## config.mk

```make
export PLATFORM = sky130hd
export DESIGN_NAME = game_round_ctrl
export DESIGN_NICKNAME = d
export VERILOG_FILES = /design/src/rtl/game_round_ctrl.sv
export SDC_FILE = /design/constraint.sdc
export NUM_CORES = 1
export LEC_CHECK = 0
export BUFFER_PORTS_ARGS = -buffer_cell sky130_fd_sc_hd__buf_2
export CORE_MARGIN = 2
export CORE_UTILIZATION = 57
export DETAILED_ROUTE_END_ITERATION = 7
export PLACE_DENSITY = 0.8
export SETUP_SLACK_MARGIN = 0.05
export SYNTH_ARGS = -nofsm -noshare
export SYNTH_HDL_FRONTEND = slang
export SYNTH_SLANG_ARGS = --single-unit
```

## constraint.sdc

```tcl
create_clock -name clk -period 5.8 [get_ports clk]
set_input_delay 0.58 -clock clk [delete_from_list [all_inputs] [get_ports clk]]
set_output_delay 0.58 -clock clk [all_outputs]
set_load 0.03 [all_outputs]
```

## src/rtl/game_round_ctrl.sv

```systemverilog
// game_round_ctrl
//   Round sequencer for a switch-matching reaction game. A start press
//   begins a game. Each round requests a new LED prompt, then gives the
//   player ROUND_TIME seconds to set the switches. A correct answer scores
//   and is followed by a GAP_TIME pause. A wrong answer or a timeout ends
//   the game. The best score is kept until reset.
//
// Ports
//   clk          system clock, rising edge
//   reset_btn    asynchronous active-high reset
//   tick_1hz     one-clk enable pulse once per second
//   start_btn    debounced active-high start level
//   check_valid  one-clk pulse, qualifies is_correct
//   is_correct   1 = switch arrangement matches the prompt
//   choose_flag  one-clk request for a new prompt (PROMPT state)
//   time_left    seconds remaining in PLAY or GAP
//   score        current game score, saturating at SCORE_MAX
//   high_score   best final score since reset
//   round_num    rounds passed this game, saturating at 255
//   playing      high in PROMPT, PLAY and GAP
//   game_over    high in GAME_OVER
module game_round_ctrl #(
  parameter int ROUND_TIME = 15,
  parameter int GAP_TIME   = 5,
  parameter int SCORE_MAX  = 999
) (
  input  logic       clk,
  input  logic       reset_btn,
  input  logic       tick_1hz,
  input  logic       start_btn,
  input  logic       check_valid,
  input  logic       is_correct,
  output logic       choose_flag,
  output logic [5:0] time_left,
  output logic [9:0] score,
  output logic [9:0] high_score,
  output logic [7:0] round_num,
  output logic       playing,
  output logic       game_over
);

  typedef enum logic [2:0] {S_IDLE, S_PROMPT, S_PLAY, S_GAP, S_OVER} state_t;

  localparam logic [5:0]  ROUND_T = 6'(ROUND_TIME);
  localparam logic [5:0]  GAP_T   = 6'(GAP_TIME);
  localparam logic [10:0] SMAX    = 11'(SCORE_MAX);

  state_t     state_q, state_d;
  logic [5:0] time_left_q, time_left_d;
  logic [9:0] score_q, score_d;
  logic [9:0] high_q, high_d;
  logic [7:0] round_q, round_d;
  logic       choose_q, playing_q, over_q;
  logic       start_prev_q, start_armed_q;

  // start_armed_q stays low after reset until the button is seen released,
  // so a button held through reset cannot start a game.
  logic start_evt;
  assign start_evt = start_btn & ~start_prev_q & start_armed_q;

  // Award doubles every five rounds, capped at 16.
  logic [1:0]  lvl;
  logic [10:0] award, sum, score_sat;
  always_comb begin
    if (round_q >= 8'd15)      lvl = 2'd3;
    else if (round_q >= 8'd10) lvl = 2'd2;
    else if (round_q >= 8'd5)  lvl = 2'd1;
    else                       lvl = 2'd0;
    award     = 11'd2 << lvl;
    sum       = {1'b0, score_q} + award;
    score_sat = (sum > SMAX) ? SMAX : sum;
  end

  always_comb begin
    state_d     = state_q;
    time_left_d = time_left_q;
    score_d     = score_q;
    round_d     = round_q;
    unique case (state_q)
      S_IDLE, S_OVER: begin
        if (start_evt) begin
          state_d     = S_PROMPT;
          score_d     = '0;
          round_d     = '0;
          time_left_d = ROUND_T;
        end
      end
      S_PROMPT: state_d = S_PLAY;
      S_PLAY: begin
        // A check in the same cycle as a tick wins; the tick is dropped.
        if (check_valid) begin
          if (is_correct) begin
            score_d     = score_sat[9:0];
            round_d     = (round_q == 8'hFF) ? round_q : round_q + 8'd1;
            time_left_d = GAP_T;
            state_d     = S_GAP;
          end else begin
            state_d = S_OVER;
          end
        end else if (tick_1hz) begin
          if (time_left_q <= 6'd1) begin
            time_left_d = '0;
            state_d     = S_OVER;
          end else begin
            time_left_d = time_left_q - 6'd1;
          end
        end
      end
      S_GAP: begin
        if (tick_1hz) begin
          if (time_left_q <= 6'd1) begin
            state_d     = S_PROMPT;
            time_left_d = ROUND_T;
          end else begin
            time_left_d = time_left_q - 6'd1;
          end
        end
      end
      default: state_d = S_IDLE;
    endcase

    high_d = high_q;
    if (state_d == S_OVER && state_q != S_OVER && score_d > high_q)
      high_d = score_d;
  end

  always_ff @(posedge clk or posedge reset_btn) begin
    if (reset_btn) begin
      state_q       <= S_IDLE;
      time_left_q   <= '0;
      score_q       <= '0;
      high_q        <= '0;
      round_q       <= '0;
      choose_q      <= 1'b0;
      playing_q     <= 1'b0;
      over_q        <= 1'b0;
      start_prev_q  <= 1'b0;
      start_armed_q <= 1'b0;
    end else begin
      state_q       <= state_d;
      time_left_q   <= time_left_d;
      score_q       <= score_d;
      high_q        <= high_d;
      round_q       <= round_d;
      choose_q      <= (state_d == S_PROMPT);
      playing_q     <= (state_d == S_PROMPT) || (state_d == S_PLAY) || (state_d == S_GAP);
      over_q        <= (state_d == S_OVER);
      start_prev_q  <= start_btn;
      start_armed_q <= start_armed_q | ~start_btn;
    end
  end

  assign choose_flag = choose_q;
  assign time_left   = time_left_q;
  assign score       = score_q;
  assign high_score  = high_q;
  assign round_num   = round_q;
  assign playing     = playing_q;
  assign game_over   = over_q;

endmodule
```

==> run summary <==
The synthesized netlist contains 56 unique library cells. Area inside the core boundary: 4723 um^2. Sorting the synthesized cells by area gives the leading types as dfrtp_1 (38%), ha_1 (8.9%), a21oi_1 (4.7%). In this design, the stage delay of the slowest critical-path cell is 0.58 ns. The via count of the first global-routing pass was 2277; the share of synthesized area occupied by flip-flops and latches was 37.57%. The placer's final routability congestion estimate is 0.8755, and the share of flip-flops with an asynchronous set or reset is 100.0%. The setup path with the least slack is of type flop to flop. In the final layout, the share of cells above drive strength 1 is 18.34%. Measured along the y axis, the die boundary spans 74.06 um. After synthesis the cells add up to 2798 um^2.

Counting flops with a built-in enable in the synthesized netlist gives 0. The DRC violation count after routing is 0, and the initial antenna violation count is 0. Wire length of the first global-routing pass: 10750 um. The sort of element at the start of the critical path was a flop. Of the total power, combinational logic draws 43.6%. For the worst relative slew slack, the log shows 27.26%. Counting buffers and inverters, the worst setup path is 16 cells deep.

Number of cells traversed by the worst register-to-register path: 16. The internal power of the cells totals 0.5959 mW. Summed over all failing endpoints, the final setup total negative slack is 0 ns. The number of buffers inserted by port buffering was 42.

The detail-routed net length per standard cell is 15.78 um. The cell count after synthesis came out at 309. The flow ran to the end, and the final reports show no timing, DRC or antenna violations. Cell class contributing the biggest share of worst-path delay: compound AO/OA/AOI/OAI gates. Setup repair after global routing left no endpoint under its margin. The synthesized design contains 42 register bits. The number of warnings issued by yosys came out at 0. The power per unit of standard cell area came out at 349.5 nW/um^2. TritonCTS built the clock tree. The maximum ir drop on the vdd rail was 0.0002631 V. For this run the aggregate overflow at the end of global routing stands at 0.

The cell taking the most area after synthesis is dfrtp_1. In this run the horizontal extent of the chip is 74.06 um. The most instantiated flip-flop cell in the synthesis netlist was dfrtp_1. The tools report the clock tree buffer depth as 2. The sum of buffers and inverters on the critical path is 1, and the number of instances resized during post-cts repair is 0.

For this run, the top clock speed supported by timing is 202.6 MHz. Summing over every cut layer, the via total after detailed routing is 2527. The largest net degree at the start of global routing was 43.

Clock skew after layout: 0.006530 ns. At the placement stage, the worst setup path has a slack of 0.9772 ns. The number of routed nets with antenna violations came out at 0.

Of the post-synthesis cell area, the dominant cell type holds 37.57%. The run gives 0.8629 ns as the post-route worst setup slack. The cell with the largest stage delay on the worst path is or4_1. The final net count was 375. The DRC marker count from the first detailed-route iteration was 183; the number of hold buffers added after CTS was 0.

The minimum clock period after layout was 4.937 ns. After clock tree synthesis, the clock-pin slew on the worst setup and hold paths is 0.08 ns. For the number of pins with negative max-slew slack in the final report, the log shows 0. The post-synth net total was 336. The half-perimeter wire length of the detailed placement result came out at 4972 um. The CTS root buffer was clkbuf_8.

The clock buffer count from CTS came out at 5. The die outline area is 5485 um^2, and the final-layout fill cell count is 384. The class of the tightest hold or removal check was input pin to asynchronous set/reset pin. The post-route clock period utilization is 85.12%, and the area overhead of the layout relative to synthesis is 11.72%. The count of inserted antenna diode cells was 0; the final routed wirelength across all metal layers was 6564 um.

Global routing consumed, over all layers together, 25.53% of the routing resources. The via count normalized by instance count is 6.075. The run gives 42 as the number of clock sinks.

The mean instance size in the synthesized netlist was 9.054 um^2. Summed over all cells, the static leakage comes to 1.527 nW. Pin placement for this block handled 43 I/O pins. The clock tree synthesis step divided the H-tree into 2 levels. The first detailed-routing pass took 5 iterations. The number of placement rows was 25. The kind of capture point of the worst setup path is a flop. The power spent charging and discharging nets came out at 0.4966 mW. Clock latency on the worst-skew pair, taken at its later pin, is 0.30 ns. Leaving out filler cells and counting taps, the final layout contains 416. The total setup buffers inserted after CTS came out at 0. The signal on the critical path passes through or4_1 -> nand2b_1 -> nor3b_1 -> ha_1 -> a211oi_1 -> nor2_1 -> nor3_1 -> o211ai_1 -> a211oi_1 -> ha_1 -> a21oi_1 -> nor2_1 -> a2111o_1 -> o211ai_1 -> buf_4 -> mux2_1. Data on the critical path arrives at its endpoint at 5.12 ns. In this run, placement finished with an instance count of 408. The tools report the setup violation total in the final timing report as 0. Switching part of the total power: 45.45%. The tools report the number of hold-slack violations in the final timing report as 0. Data on the critical path is required at its endpoint by 5.98 ns.

For this configuration, the core starts out at a cell density of 59.23%. The highest net fanout along the worst path came out at 10. The number of max-capacitance violations reported was 0; the slew at the pin closest to its max-slew limit was 1.083 ns. The share of power burned in registers was 38.3%. Per report_power, the clock group accounts for 18.0% of the total.
power by group through the flow:
stage	clock [mW]	combinational, mW	sequential [mW]
6_report	0.197	0.477	0.419
5_1_grt	0.213	0.526	0.428
4_1_cts	0.204	0.473	0.416
3_5_place_dp	0	0.470	0.421
3_3_place_gp	0	0.460	0.420
2_1_floorplan	0	0.312	0.468
metrics by stage:
step,hold slack (ns),power (mW),utilization (%),instance area [um^2]
finish,0.3990,1.092,66.17,3126
global route,0.4151,1.168,66.17,3126
CTS,0.4029,1.093,66.17,3126
detailed placement,0.4572,0.8918,64.24,3034
global placement,0.4499,0.8791,64.24,3034
floorplan,0.4351,0.7798,-,2798
cells in the mapped netlist, types with 4 or more instances:
cell type and instances:
dfrtp_1 42, a21oi_1 26, inv_1 24, nand2_1 23
nor2_1 22, ha_1 20, o21ai_0 17, nand3_1 12
a211oi_1 9, a31oi_1 8, nor3_1 8, clkbuf_1 7
nand2b_1 7, mux2i_1 6, xnor2_1 6, nor2b_1 5
o211ai_1 5, a21o_1 4, nand4_1 4, o31ai_1 4
area by class of cell:
cell class                      count  area, um^2  share of cell area, %
Timing Repair Buffer               44       225.2                  7.206
Clock buffer                        7       86.33                  2.762
Sequential cell                    42        1051                  33.63
Inverter                           24       90.09                  2.882
Multi-Input combinational cell    231        1584                  50.68
Clock inverter                      1       5.005                 0.1601
Tap cell                           67       83.83                  2.682
cells in the final DEF, fill, tap and decap left out, types with 9 or more instances in the layout:
cell type  netlist  routed
a21oi_1         26      26
a211oi_1         9       9
o21ai_0         17      17
nor2_1          22      22
buf_2            1      42
nand2_1         23      23
ha_1            20      20
dfrtp_1         42      42
inv_1           24      23
nand3_1         12      12
cell families (layout without fill, tap and decap cells):
logic type	Yosys count	after routing	share of synthesized area, %
and+or+nand+nor	101	101	19.14
DFF	42	42	37.57
xor gates and xnor gates	6	6	1.878
muxes	10	10	4.159
AOI/OAI and AO/OA	93	93	21.78
buffers and inverters	36	76	5.814
adders and majority gates	21	21	9.660
metal layers:
layer | wire length [um] | global-route usage (%)
met2 | 3054 | 40.97
met1 | 2892 | 34.85
met4 | 114 | 9.091
met5 | 0 | 0
met3 | 502 | 4.472
flip-flops by register name (all words and copies together) (netlist names):
name	cells
state_q	3
game_over	1
score	10
start_prev_q	1
high_score	10
time_left	6
round_num	8
playing	1
choose_flag	1
start_armed_q	1
tightest hold or removal path: stages:
cell and delay, ns:
buf_2 0.10, clkinv_1 0.03, buf_4 0.44
path summary, 6_finish.rpt:
path | slack (ns) | startpoint | endpoint
worst min-delay path | 0.40 | reset_btn | playing
min in group clk | 0.41 | start_btn | start_prev_q
worst max register to register | 0.86 | round_num[6] | high_score[8]
max in group asynchronous | 5.03 | reset_btn | score[2]
worst min register to register | 0.47 | start_armed_q | start_armed_q
worst max-delay path | 0.86 | round_num[6] | high_score[8]
Note: power is estimated with default switching activity, not from simulation.
